<file path="src/rtl/r5p_bus_pkg.sv">
// Shared types for the r5p unified memory bus arbiter.
package r5p_bus_pkg;

  typedef enum logic [1:0] {ARB_IDLE = 2'd0, ARB_LCK_IF = 2'd1, ARB_LCK_LS = 2'd2} arb_state_t;
  typedef enum logic [1:0] {OWN_NONE = 2'd0, OWN_IF = 2'd1, OWN_LS = 2'd2} arb_own_t;

  localparam int unsigned CNT_W = 4;

endpackage

</file>
<file path="src/rtl/r5p_arb_cnt.sv">
// Saturating starvation counter for the fetch port; sat is high once STARVE
// consecutive denied fetch cycles have been seen.
module r5p_arb_cnt
  import r5p_bus_pkg::*;
#(
  parameter int unsigned STARVE = 4
) (
  input  logic clk,
  input  logic rst,
  input  logic clr,
  input  logic inc,
  output logic sat
);

  localparam logic [CNT_W-1:0] LIMIT = CNT_W'(STARVE);

  logic [CNT_W-1:0] cnt_r;

  // Count denied fetch cycles, holding at the limit.
  always_ff @(posedge clk) begin
    if (rst) begin
      cnt_r <= {CNT_W{1'b0}};
    end else if (clr) begin
      cnt_r <= {CNT_W{1'b0}};
    end else if (inc && (cnt_r != LIMIT)) begin
      cnt_r <= cnt_r + {{(CNT_W-1){1'b0}}, 1'b1};
    end else begin
      cnt_r <= cnt_r;
    end
  end

  assign sat = (cnt_r == LIMIT);

endmodule

</file>
<file path="src/rtl/r5p_bus_arb.sv">
// Fetch vs load/store arbiter onto one single-port memory bus, with read-data routing.
// Optional fetch promotion after STARVE denied cycles: define R5P_BUS_ARB_STARVE_EN.
module r5p_bus_arb
  import r5p_bus_pkg::*;
#(
  parameter int unsigned AW     = 32,
  parameter int unsigned DW     = 32,
  parameter int unsigned BW     = DW/8,
  parameter int unsigned STARVE = 4
) (
  input  logic          clk,
  input  logic          rst,
  input  logic          if_req,
  input  logic [AW-1:0] if_adr,
  output logic [DW-1:0] if_rdt,
  output logic          if_ack,
  input  logic          ls_req,
  input  logic          ls_wen,
  input  logic [AW-1:0] ls_adr,
  input  logic [BW-1:0] ls_ben,
  input  logic [DW-1:0] ls_wdt,
  output logic [DW-1:0] ls_rdt,
  output logic          ls_ack,
  output logic          mem_req,
  output logic          mem_wen,
  output logic [AW-1:0] mem_adr,
  output logic [BW-1:0] mem_ben,
  output logic [DW-1:0] mem_wdt,
  input  logic [DW-1:0] mem_rdt,
  input  logic          mem_ack
);

  if ((STARVE < 32'd1) || (STARVE > 32'd15)) begin : g_starve_range
    $error("r5p_bus_arb: STARVE must be within 1..15");
  end

  arb_state_t state_r, state_nxt_s;
  arb_own_t   grant_s, own_r, own_nxt_s;
  logic       promote_s;

`ifdef R5P_BUS_ARB_STARVE_EN
  logic sat_s;

  r5p_arb_cnt #(.STARVE(STARVE)) u_cnt (
    .clk (clk),
    .rst (rst),
    .clr (if_ack | ~if_req),
    .inc (if_req & ~if_ack),
    .sat (sat_s)
  );

  assign promote_s = sat_s && (state_r == ARB_IDLE);
`else
  assign promote_s = 1'b0;
`endif

  // Grant selection and lock tracking; reset forces no grant so the bus is quiet.
  always_comb begin
    grant_s     = OWN_NONE;
    state_nxt_s = state_r;
    if (rst) begin
      grant_s     = OWN_NONE;
      state_nxt_s = ARB_IDLE;
    end else begin
      case (state_r)
        ARB_IDLE: begin
          if (ls_req && !promote_s) begin
            grant_s = OWN_LS;
          end else if (if_req) begin
            grant_s = OWN_IF;
          end else begin
            grant_s = OWN_NONE;
          end
          if ((grant_s == OWN_IF) && !mem_ack) begin
            state_nxt_s = ARB_LCK_IF;
          end else if ((grant_s == OWN_LS) && !mem_ack) begin
            state_nxt_s = ARB_LCK_LS;
          end else begin
            state_nxt_s = ARB_IDLE;
          end
        end
        ARB_LCK_IF: begin
          grant_s     = OWN_IF;
          state_nxt_s = mem_ack ? ARB_IDLE : ARB_LCK_IF;
        end
        ARB_LCK_LS: begin
          grant_s     = OWN_LS;
          state_nxt_s = mem_ack ? ARB_IDLE : ARB_LCK_LS;
        end
        default: begin
          grant_s     = OWN_NONE;
          state_nxt_s = ARB_IDLE;
        end
      endcase
    end
  end

  // Memory-side mux; fetches are always full-width reads.
  always_comb begin
    mem_req = 1'b0;
    mem_wen = 1'b0;
    mem_adr = ls_adr;
    mem_ben = ls_ben;
    mem_wdt = ls_wdt;
    case (grant_s)
      OWN_IF: begin
        mem_req = if_req;
        mem_wen = 1'b0;
        mem_adr = if_adr;
        mem_ben = {BW{1'b1}};
      end
      OWN_LS: begin
        mem_req = ls_req;
        mem_wen = ls_wen;
        mem_adr = ls_adr;
        mem_ben = ls_ben;
      end
      default: begin
        mem_req = 1'b0;
      end
    endcase
  end

  assign if_ack = mem_ack && (grant_s == OWN_IF);
  assign ls_ack = mem_ack && (grant_s == OWN_LS);

  // Only acked reads produce a response next cycle.
  always_comb begin
    own_nxt_s = OWN_NONE;
    if (mem_ack && (grant_s != OWN_NONE) && !mem_wen) begin
      own_nxt_s = grant_s;
    end else begin
      own_nxt_s = OWN_NONE;
    end
  end

  // Arbiter state and response owner registers.
  always_ff @(posedge clk) begin
    if (rst) begin
      state_r <= ARB_IDLE;
      own_r   <= OWN_NONE;
    end else begin
      state_r <= state_nxt_s;
      own_r   <= own_nxt_s;
    end
  end

  assign if_rdt = ((own_r == OWN_IF) && !rst) ? mem_rdt : {DW{1'b0}};
  assign ls_rdt = ((own_r == OWN_LS) && !rst) ? mem_rdt : {DW{1'b0}};

endmodule
</file>
<file path="config.mk">
export PLATFORM = sky130hd
export DESIGN_NAME = r5p_bus_arb
export DESIGN_NICKNAME = d
export VERILOG_FILES = /design/src/rtl/r5p_bus_pkg.sv /design/src/rtl/r5p_arb_cnt.sv /design/src/rtl/r5p_bus_arb.sv
export SDC_FILE = /design/constraint.sdc
export NUM_CORES = 1
export LEC_CHECK = 0
export CORE_AREA = 2 2 105 107
export DETAILED_ROUTE_END_ITERATION = 7
export DIE_AREA = 0 0 107 109
export GPL_TIMING_DRIVEN = 0
export MAX_ROUTING_LAYER = met4
export RECOVER_POWER = 25
export SKIP_CTS_REPAIR_TIMING = 1
export SYNTH_ARGS = -nofsm -noshare
export SYNTH_HDL_FRONTEND = slang
export SYNTH_SLANG_ARGS = --single-unit
</file>
<file path="constraint.sdc">
create_clock -name clk -period 2.6 [get_ports clk]
set_input_delay 0.26 -clock clk [delete_from_list [all_inputs] [get_ports clk]]
set_output_delay 0.26 -clock clk [all_outputs]
set_load 0.05 [all_outputs]
</file>
==> results of run 1 <==
[synthesized netlist by cell type]
master and number:
inv_1 2, nor2b_1 1, o21ai_0 1, nor3_1 1, clkbuf_1 6, dfxtp_1 4, nor3b_1 2, and2_2 64
o21ai_2 1, a21oi_1 1, buf_4 34, mux2_4 3, nand2b_1 6, buf_6 2, mux2_2 29, nor2_1 8
[worst min path at each step]
| stage | from | to | slack [ps] | cells after the start |
|---|---|---|---|---|
| after floorplan | mem_ack | state_r[0] | 330 | 1 |
| after global placement | state_r[1] | state_r[1] | 670 | 2 |
| after detailed placement | state_r[1] | state_r[1] | 680 | 2 |
| after CTS | ls_wen | own_r[1] | 630 | 2 |
| after global routing | ls_wen | own_r[1] | 640 | 2 |
| final | mem_ack | state_r[0] | 630 | 2 |
[logic make-up (layout without fill, tap and decap cells)]
logic type             Yosys count  after routing
AOI/OAI and AO/OA                3              3
buffers and inverters           44            288
and+or+nand+nor                 82             82
muxes                           32             32
DFF                              4              4
[cell usage in the layout, fill, tap and decap left out, drive strengths merged]
cell and n:
nor3b 2, dlygate4sd3 32, dlymetal6s2s 96, inv 2
nand2b 6, clkdlybuf4s50 113, nor2b 1, nor3 1
buf 36, a21oi 1, o21ai 2, clkbuf 9
mux2 32, dfxtp 4, nor2 8, and2 64
[state kept, by name, summed over array words and instances, names as in the netlist]
| name | flops |
|---|---|
| own_r | 2 |
| state_r | 2 |
[stage by stage]
step / worst slack, ps / utilization [%] / cells / hold slack, ps
3_5_place_dp: -506 / 37.2 / 546 / 680
2_1_floorplan: 927 / - / 165 / 332
6_report: 120 / 39.9 / 549 / 634
4_1_cts: -487 / 37.6 / 549 / 632
5_1_grt: -6.80 / 39.9 / 549 / 638
3_3_place_gp: -426 / 37.2 / 546 / 670
[power by group through the flow]
stage | combinational, uW | sequential, uW | clock (uW)
after CTS | 765 | 65.5 | 132
after global routing | 775 | 65.9 | 137
after floorplan | 431 | 66.0 | 0
after detailed placement | 761 | 66.3 | 0
after global placement | 757 | 66.2 | 0
final | 740 | 65.6 | 127
[cell type report]
cell class,count,area share (%)
timing repair buffer,241,62.7
multi-input combinational,117,23.0
buffer,42,7.12
tap,140,4.14
sequential,4,1.89
clock buffer,3,0.975
inverter,2,0.177
[metal layers]
layer  wire length [um]  global-route usage, %  part of all wire (%)  vias to the layer above
met1               2400                   11.7                    35                      889
li1                   -                      -                     -                      988
met2               3670                   19.2                    53                      125
met5                  0                      -                     0                        -
met4                 67                   2.23                  0.98                        0
met3                721                   2.45                    11                        6
[worst register-to-register path: stages, from the launching register on]
cell and delay (ps):
dfxtp_1 320, o21ai_2 270, buf_6 200, buf_6 160, nor2_1 50
==> flow_summary.ini, run 1 <==
[run_status]
status = complete, no violations

[clocking]
cts_sinks = 4
cts.clk_slew.worst_paths_ps = 30
h-tree-depth = 1
clockBufferDepth = 2
cts-root-buf = clkbuf_8
numCtsBuffers = 3
cts_tree = yes
clock_latency_ps = 210

[layout]
area.sequential_um2 = 80.1
fin_area_um2 = 4230
n_fill_cell = 1064
n_antenna_cell = 0
area_growth_pct = 213
drive_gt1_share_pct = 34.0
num-nets-final = 549
multiInputGateArea_um2 = 975

[worst_setup_path]
ff2ff_setup_slack_ps = 1500
crit_cells = 7
path_delay_family = buffers and inverters
crit_chain = clkdlybuf4s50_1, nor2_1, o21ai_2, buf_6, buf_6, nand2b_1, clkdlybuf4s50_1
worst-endpoint-arrival_ps = 2220
rr_endpoint = own_r[0]
crit_path_end = mem_ben[1]
crit_buf_inv = 4
cpPeakStageDelay_ps = 800
cp_max_fo = 10
reg2regPathDepth = 4
cp-start-kind = input pin
timing.rr.start = state_r[0]
critPathCaptureType = output port
worstSetupPathType = input pin to output port
cpMaxStageDelayCell = clkdlybuf4s50_1
critPathRequiredTime_ps = 2340
cp-startpoint = rst

[synth]
ys_types = 16
synth-xor-area-share_pct = 0
synthMuxAreaShare_pct = 27.5
synth_top_family_by_area = simple AND/OR/NAND/NOR gates
synthAdderAreaFrac_pct = 0
synth_compound_area_share_pct = 1.39
syn_inst = 165
yosysTopAreaCellShare_pct = 35.5
synth_fp_nets = 303
synth-simple-area-share_pct = 42.5
ys_ff_latch = 4
syn_area_per_cell_um2 = 8.20
ys_seq_area_share_pct = 5.92
yosysTopAreaCell = and2_2
synth_area_um2 = 1350
yosysWarnings = 0
synthTopCellsByArea = and2_2 (36%), mux2_2 (24%), buf_4 (19%)

[global_routing]
grt_pass1_wl_mm = 9.61
grt_overflow = 0
grt_start_max_net_pins = 11
first_global_vias = 2025
track_usage_pct = 10.5
antenna_found_initial = 0

[timing]
period_needed_ps = 2480
slew_headroom_pct = 62.9
fin_skew_ps = 1.03
tns_ps = 0
finalCritPeriodShare_pct = 95.4
finalHoldViolations = 0
timing.fmax_ghz = 0.403
worst_pin_slew_ps = 555
slew_viol_final = 0
setup_viol = 0

[floorplanning]
fp.dieH_um = 109
die_w_um = 107
die_area_um2 = 11700
core_um2 = 10600
ioPinCount = 274
start_util_pct = 12.8
placementRows = 38

[pwr]
powerDensity_nw_per_um2 = 220
p_int_uw = 505
power_frac_seq_pct = 7.0
peakVddDrop_v = 0.000121
p_leak_uw = 0.00305
power.switching_uw = 428
power_frac_comb_pct = 79.3
power_uw = 933
p_clk_share_pct = 13.7
switching_share_pct = 45.9

[drt]
firstDrtPassIters = 4
drtAntennaViolNets = 0
wirelength_mm = 6.86
wire_per_inst_um = 12.5
vias = 2008
vias_per_cell = 3.66
remaining_drc_errors = 0
drt_iter0_drc = 13

[place]
port-buffer-count = 241
hpwl_mm = 5.96
place_area_um2 = 3940
place_congestion = 0.733

[run]
max_cap_violations = 0

[min_path]
hp-class = input pin to register
Note: power is estimated with default switching activity, not from simulation.
==> run 2, diff against run 1 <==
--- a/config.mk
+++ b/config.mk
@@ -5,9 +5,9 @@
 export SDC_FILE = /design/constraint.sdc
 export NUM_CORES = 1
 export LEC_CHECK = 0
-export CORE_AREA = 2 2 105 107
+export CORE_AREA = 4 4 104 106
 export DETAILED_ROUTE_END_ITERATION = 7
-export DIE_AREA = 0 0 107 109
+export DIE_AREA = 0 0 108 110
 export GPL_TIMING_DRIVEN = 0
 export MAX_ROUTING_LAYER = met4
 export RECOVER_POWER = 25
==> run 2 against run 1 <==
Compared with the run above: worst hold slack got worse by 6.8 ps; wire length increased by 13%; non-clock buffer count unchanged; register-to-register slack improved by 50 ps; via count increased by 0.40%; utilization increased by 3.2 points; critical path depth decreased by 1; final area decreased by 0.53%; clock skew decreased by 0.87 ps; sequential share of layout area about the same.
==> flow_summary.ini, run 2 (synthesis gave the netlist of run 1 again) <==
[floorplanning]
start_util_pct = 13.8
placementRows = 36
fp.dieH_um = 110
die_w_um = 108
core_um2 = 9770
ioPinCount = 274
die_area_um2 = 11900

[drt]
firstDrtPassIters = 4
vias = 2016
wire_per_inst_um = 14.4
vias_per_cell = 3.72
remaining_drc_errors = 0
drt_iter0_drc = 34
drtAntennaViolNets = 0
wirelength_mm = 7.78

[min_path]
hp-class = input pin to register

[layout]
reg.largest.list = own_r (2), state_r (2)
area_growth_pct = 211
fin_area_um2 = 4210
final_cell_mix = clkdlybuf4s50_1 (125), dlymetal6s2s_1 (91), and2_2 (64)
layout_commonest_cell = clkdlybuf4s50_1
n_antenna_cell = 0
area.sequential_um2 = 80.1
instances_no_fill = 542
drive_gt1_share_pct = 33.7
n_fill_cell = 981
num-nets-final = 549
multiInputGateArea_um2 = 975

[pwr]
p_leak_uw = 0.00301
powerDensity_nw_per_um2 = 223
peakVddDrop_v = 0.000122

[timing]
finalCritPeriodShare_pct = 96.9
fin_skew_ps = 0.156
slew_headroom_pct = 63.4
setup_viol = 0
timing.fmax_ghz = 0.397
worst_pin_slew_ps = 548
period_needed_ps = 2520
finalHoldViolations = 0
slew_viol_final = 0

[clocking]
cts_sinks = 4
cts.clk_slew.worst_paths_ps = 30
cts-root-buf = clkbuf_8
cts_tree = yes
numCtsBuffers = 3
clock_latency_ps = 210
clockBufferDepth = 2
h-tree-depth = 1

[place]
dp.cells = 539
port-buffer-count = 241
place_area_um2 = 3930
place_congestion = 0.726
hpwl_mm = 6.83

[global_routing]
grt_start_max_net_pins = 11
grt_pass1_wl_mm = 10.1
grt_overflow = 0
track_usage_pct = 10.8
antenna_found_initial = 0
first_global_vias = 2110

[run]
max_cap_violations = 0

[worst_setup_path]
crit_buf_inv = 3
critPathCaptureType = output port
worstSetupPathType = input pin to output port
critPathRequiredTime_ps = 2340
crit_chain = clkdlybuf4s50_1, nor2_1, o21ai_2, buf_6, mux2_2, clkdlybuf4s50_1
cpPeakStageDelay_ps = 710
cpMostUsedCell = clkdlybuf4s50_1
path_delay_family = buffers and inverters
cp-start-kind = input pin
cpMaxStageDelayCell = clkdlybuf4s50_1
cp_max_fo = 10
worst-endpoint-arrival_ps = 2260

[run_status]
status = complete, no violations
[run 2: cell types whose count changed in the layout (fill, tap and decap cells not counted)]
cell,previous run,this run
clkbuf_1,5,6
clkbuf_2,1,0
clkdlybuf4s50_1,113,125
dlygate4sd3_1,32,25
dlymetal6s2s_1,96,91
[run 2: path summary, 6_finish.rpt]
kind	startpoint	slack, ps	to	cells after the start
worst min register to register	state_r[1]	680	state_r[1]	2
worst min-delay path	ls_wen	630	own_r[1]	2
worst max register to register	state_r[0]	1550	own_r[0]	4
worst max-delay path	rst	80	mem_adr[2]	6
[run 2: layer usage]
metal  GRT usage [%]  part of all wire [%]  vias to the layer above
met5               -                     0                        -
met4            1.17                  0.44                        0
met3            3.20                    11                        2
met1            10.4                    33                      891
met2            21.7                    56                      140
li1                -                     -                      983
[run 2: where the power goes]
part	switching (uW)	leakage [uW]	internal [uW]
clock network	28.3	0.0000216	98.3
registers	1.67	0.0000326	64.2
logic	401	0.00295	345
total	431	0.00301	508
[run 2: area by class of cell]
| class | count | share of cell area (%) |
|---|---|---|
| Buffer | 42 | 7.13 |
| Tap cell | 133 | 3.95 |
| Inverter | 2 | 0.178 |
| Clock buffer | 3 | 0.981 |
| Multi-Input combinational cell | 117 | 23.2 |
| Sequential cell | 4 | 1.90 |
| Timing Repair Buffer | 241 | 62.7 |
[run 2: through the flow]
stage	worst slack (ps)	utilization (%)	TNS [ps]	total power (uW)	hold slack (ps)
global placement	-376	40.2	-21050	827	728
CTS	-418	40.6	-22460	965	623
floorplan	927	-	0	497	332
detailed placement	-402	40.2	-21440	832	721
global route	-36.9	43.1	-114	981	655
finish	79.4	43.1	0	939	627
==> run 3, diff against run 2 <==
--- a/config.mk
+++ b/config.mk
@@ -10,6 +10,7 @@
 export DIE_AREA = 0 0 108 110
 export GPL_TIMING_DRIVEN = 0
 export MAX_ROUTING_LAYER = met4
+export PLACE_DENSITY = 0.64
 export RECOVER_POWER = 25
 export SKIP_CTS_REPAIR_TIMING = 1
 export SYNTH_ARGS = -nofsm -noshare
==> run 3 against run 2 <==
Compared with the run above: fmax rose by 1.4%; flip-flop and latch count did not move; critical path depth rose by 1; final area rose by 0.21%; clock skew rose by 0.56 ps.
==> flow_summary.ini, run 3 (synthesis gave the netlist of run 1 again) <==
[drt]
firstDrtPassIters = 2
vias = 2017
wire_per_inst_um = 14.1
drtAntennaViolNets = 0
vias_per_cell = 3.72
remaining_drc_errors = 0
drt_iter0_drc = 35
wirelength_mm = 7.63

[layout]
n_antenna_cell = 0
drive_gt1_share_pct = 34.0
num-nets-final = 549
area_growth_pct = 212
fin_area_um2 = 4220
instances_no_fill = 542
final_cell_mix = clkdlybuf4s50_1 (115), dlymetal6s2s_1 (94), and2_2 (64)
final_core_util_pct = 43.2
layout_commonest_cell = clkdlybuf4s50_1
reg.largest.list = own_r (2), state_r (2)
n_fill_cell = 946

[worst_setup_path]
worstSetupPathType = input pin to output port
worst-endpoint-arrival_ps = 2230
critPathRequiredTime_ps = 2340
cp_max_fo = 10
critPathCaptureType = output port
cp-start-kind = input pin

[floorplanning]
die_area_um2 = 11900
core_um2 = 9770
start_util_pct = 13.8
die_w_um = 108
fp.dieH_um = 110
ioPinCount = 274
placementRows = 36

[pwr]
peakVddDrop_v = 0.000124
powerDensity_nw_per_um2 = 222
p_leak_uw = 0.00304

[timing]
period_needed_ps = 2490
worst_pin_slew_ps = 541
slew_headroom_pct = 63.9
finalCritPeriodShare_pct = 95.6
fin_skew_ps = 0.717
rsz0062_at_grt = no
slew_viol_final = 0
timing.fmax_ghz = 0.402
final.setup.worst_slack_ps = 114
timing.hold.ws_ps = 628
finalHoldViolations = 0
setup_viol = 0

[place]
dp.cells = 539
pre_cts_slack_ps = -453
place_area_um2 = 3930
place_congestion = 0.719
hpwl_mm = 6.79
port-buffer-count = 241

[run_status]
status = complete, no violations

[global_routing]
first_global_vias = 2047
grt_pass1_wl_mm = 10.1
grt_start_max_net_pins = 11
antenna_found_initial = 0
track_usage_pct = 11.2
grt_overflow = 0

[clocking]
cts_tree = yes
clock_latency_ps = 210
numCtsBuffers = 3
cts_sinks = 4
h-tree-depth = 1
cts.clk_slew.worst_paths_ps = 30
clockBufferDepth = 2
cts-root-buf = clkbuf_8

[run]
max_cap_violations = 0

[min_path]
hp-class = input pin to register
==> run 3: cell types whose count changed in the layout (fill, tap and decap cells not counted) <==
cell | before | now
clkbuf_2 | 0 | 1
clkbuf_1 | 6 | 5
clkdlybuf4s50_1 | 125 | 115
dlymetal6s2s_1 | 91 | 94
dlygate4sd3_1 | 25 | 32
==> run 3: routing by layer <==
metal	GRT usage [%]	vias to the layer above	wire, um
li1	-	984	-
met1	11.0	891	2430
met2	21.7	135	4310
met3	2.74	7	799
met4	3.34	0	90
met5	-	-	0
==> run 3: critical path, cell delays in order <==
cell and delay (ps):
clkdlybuf4s50_1 520, nor2_1 160, o21ai_2 100, buf_6 160, buf_6 140, nand2b_1 70, clkdlybuf4s50_1 800
==> run 3: area by class of cell <==
type	instances	area [um2]	share of cell area (%)
plain buffers	42	302	7.15
clock buffers	3	41.3	0.979
inverters	2	7.51	0.178
multi-input cells	117	975	23.1
flip-flops and latches	4	80.1	1.90
well taps	133	166	3.94
repair buffers	241	2650	62.8
==> run 3: final timing paths <==
| path | endpoint | cells after the start | slack (ps) | from |
|---|---|---|---|---|
| max | mem_ben[3] | 7 | 110 | rst |
| max reg2reg | state_r[0] | 4 | 1560 | state_r[0] |
| min | own_r[1] | 2 | 630 | ls_wen |
| min reg2reg | state_r[1] | 2 | 670 | state_r[1] |
==> run 3: power breakdown <==
part	internal [uW]	switching (uW)	total [uW]
registers	64.2	1.41	65.6
clock network	98.3	28.5	127
logic	343	400	743
total	505	430	935
==> run 3: through the flow <==
step                      TNS [ps]  total power (uW)
after global routing             0               981
after detailed placement    -24610               831
after global placement      -22440               826
after floorplan                  0               497
after CTS                   -26060               965
final                            0               935
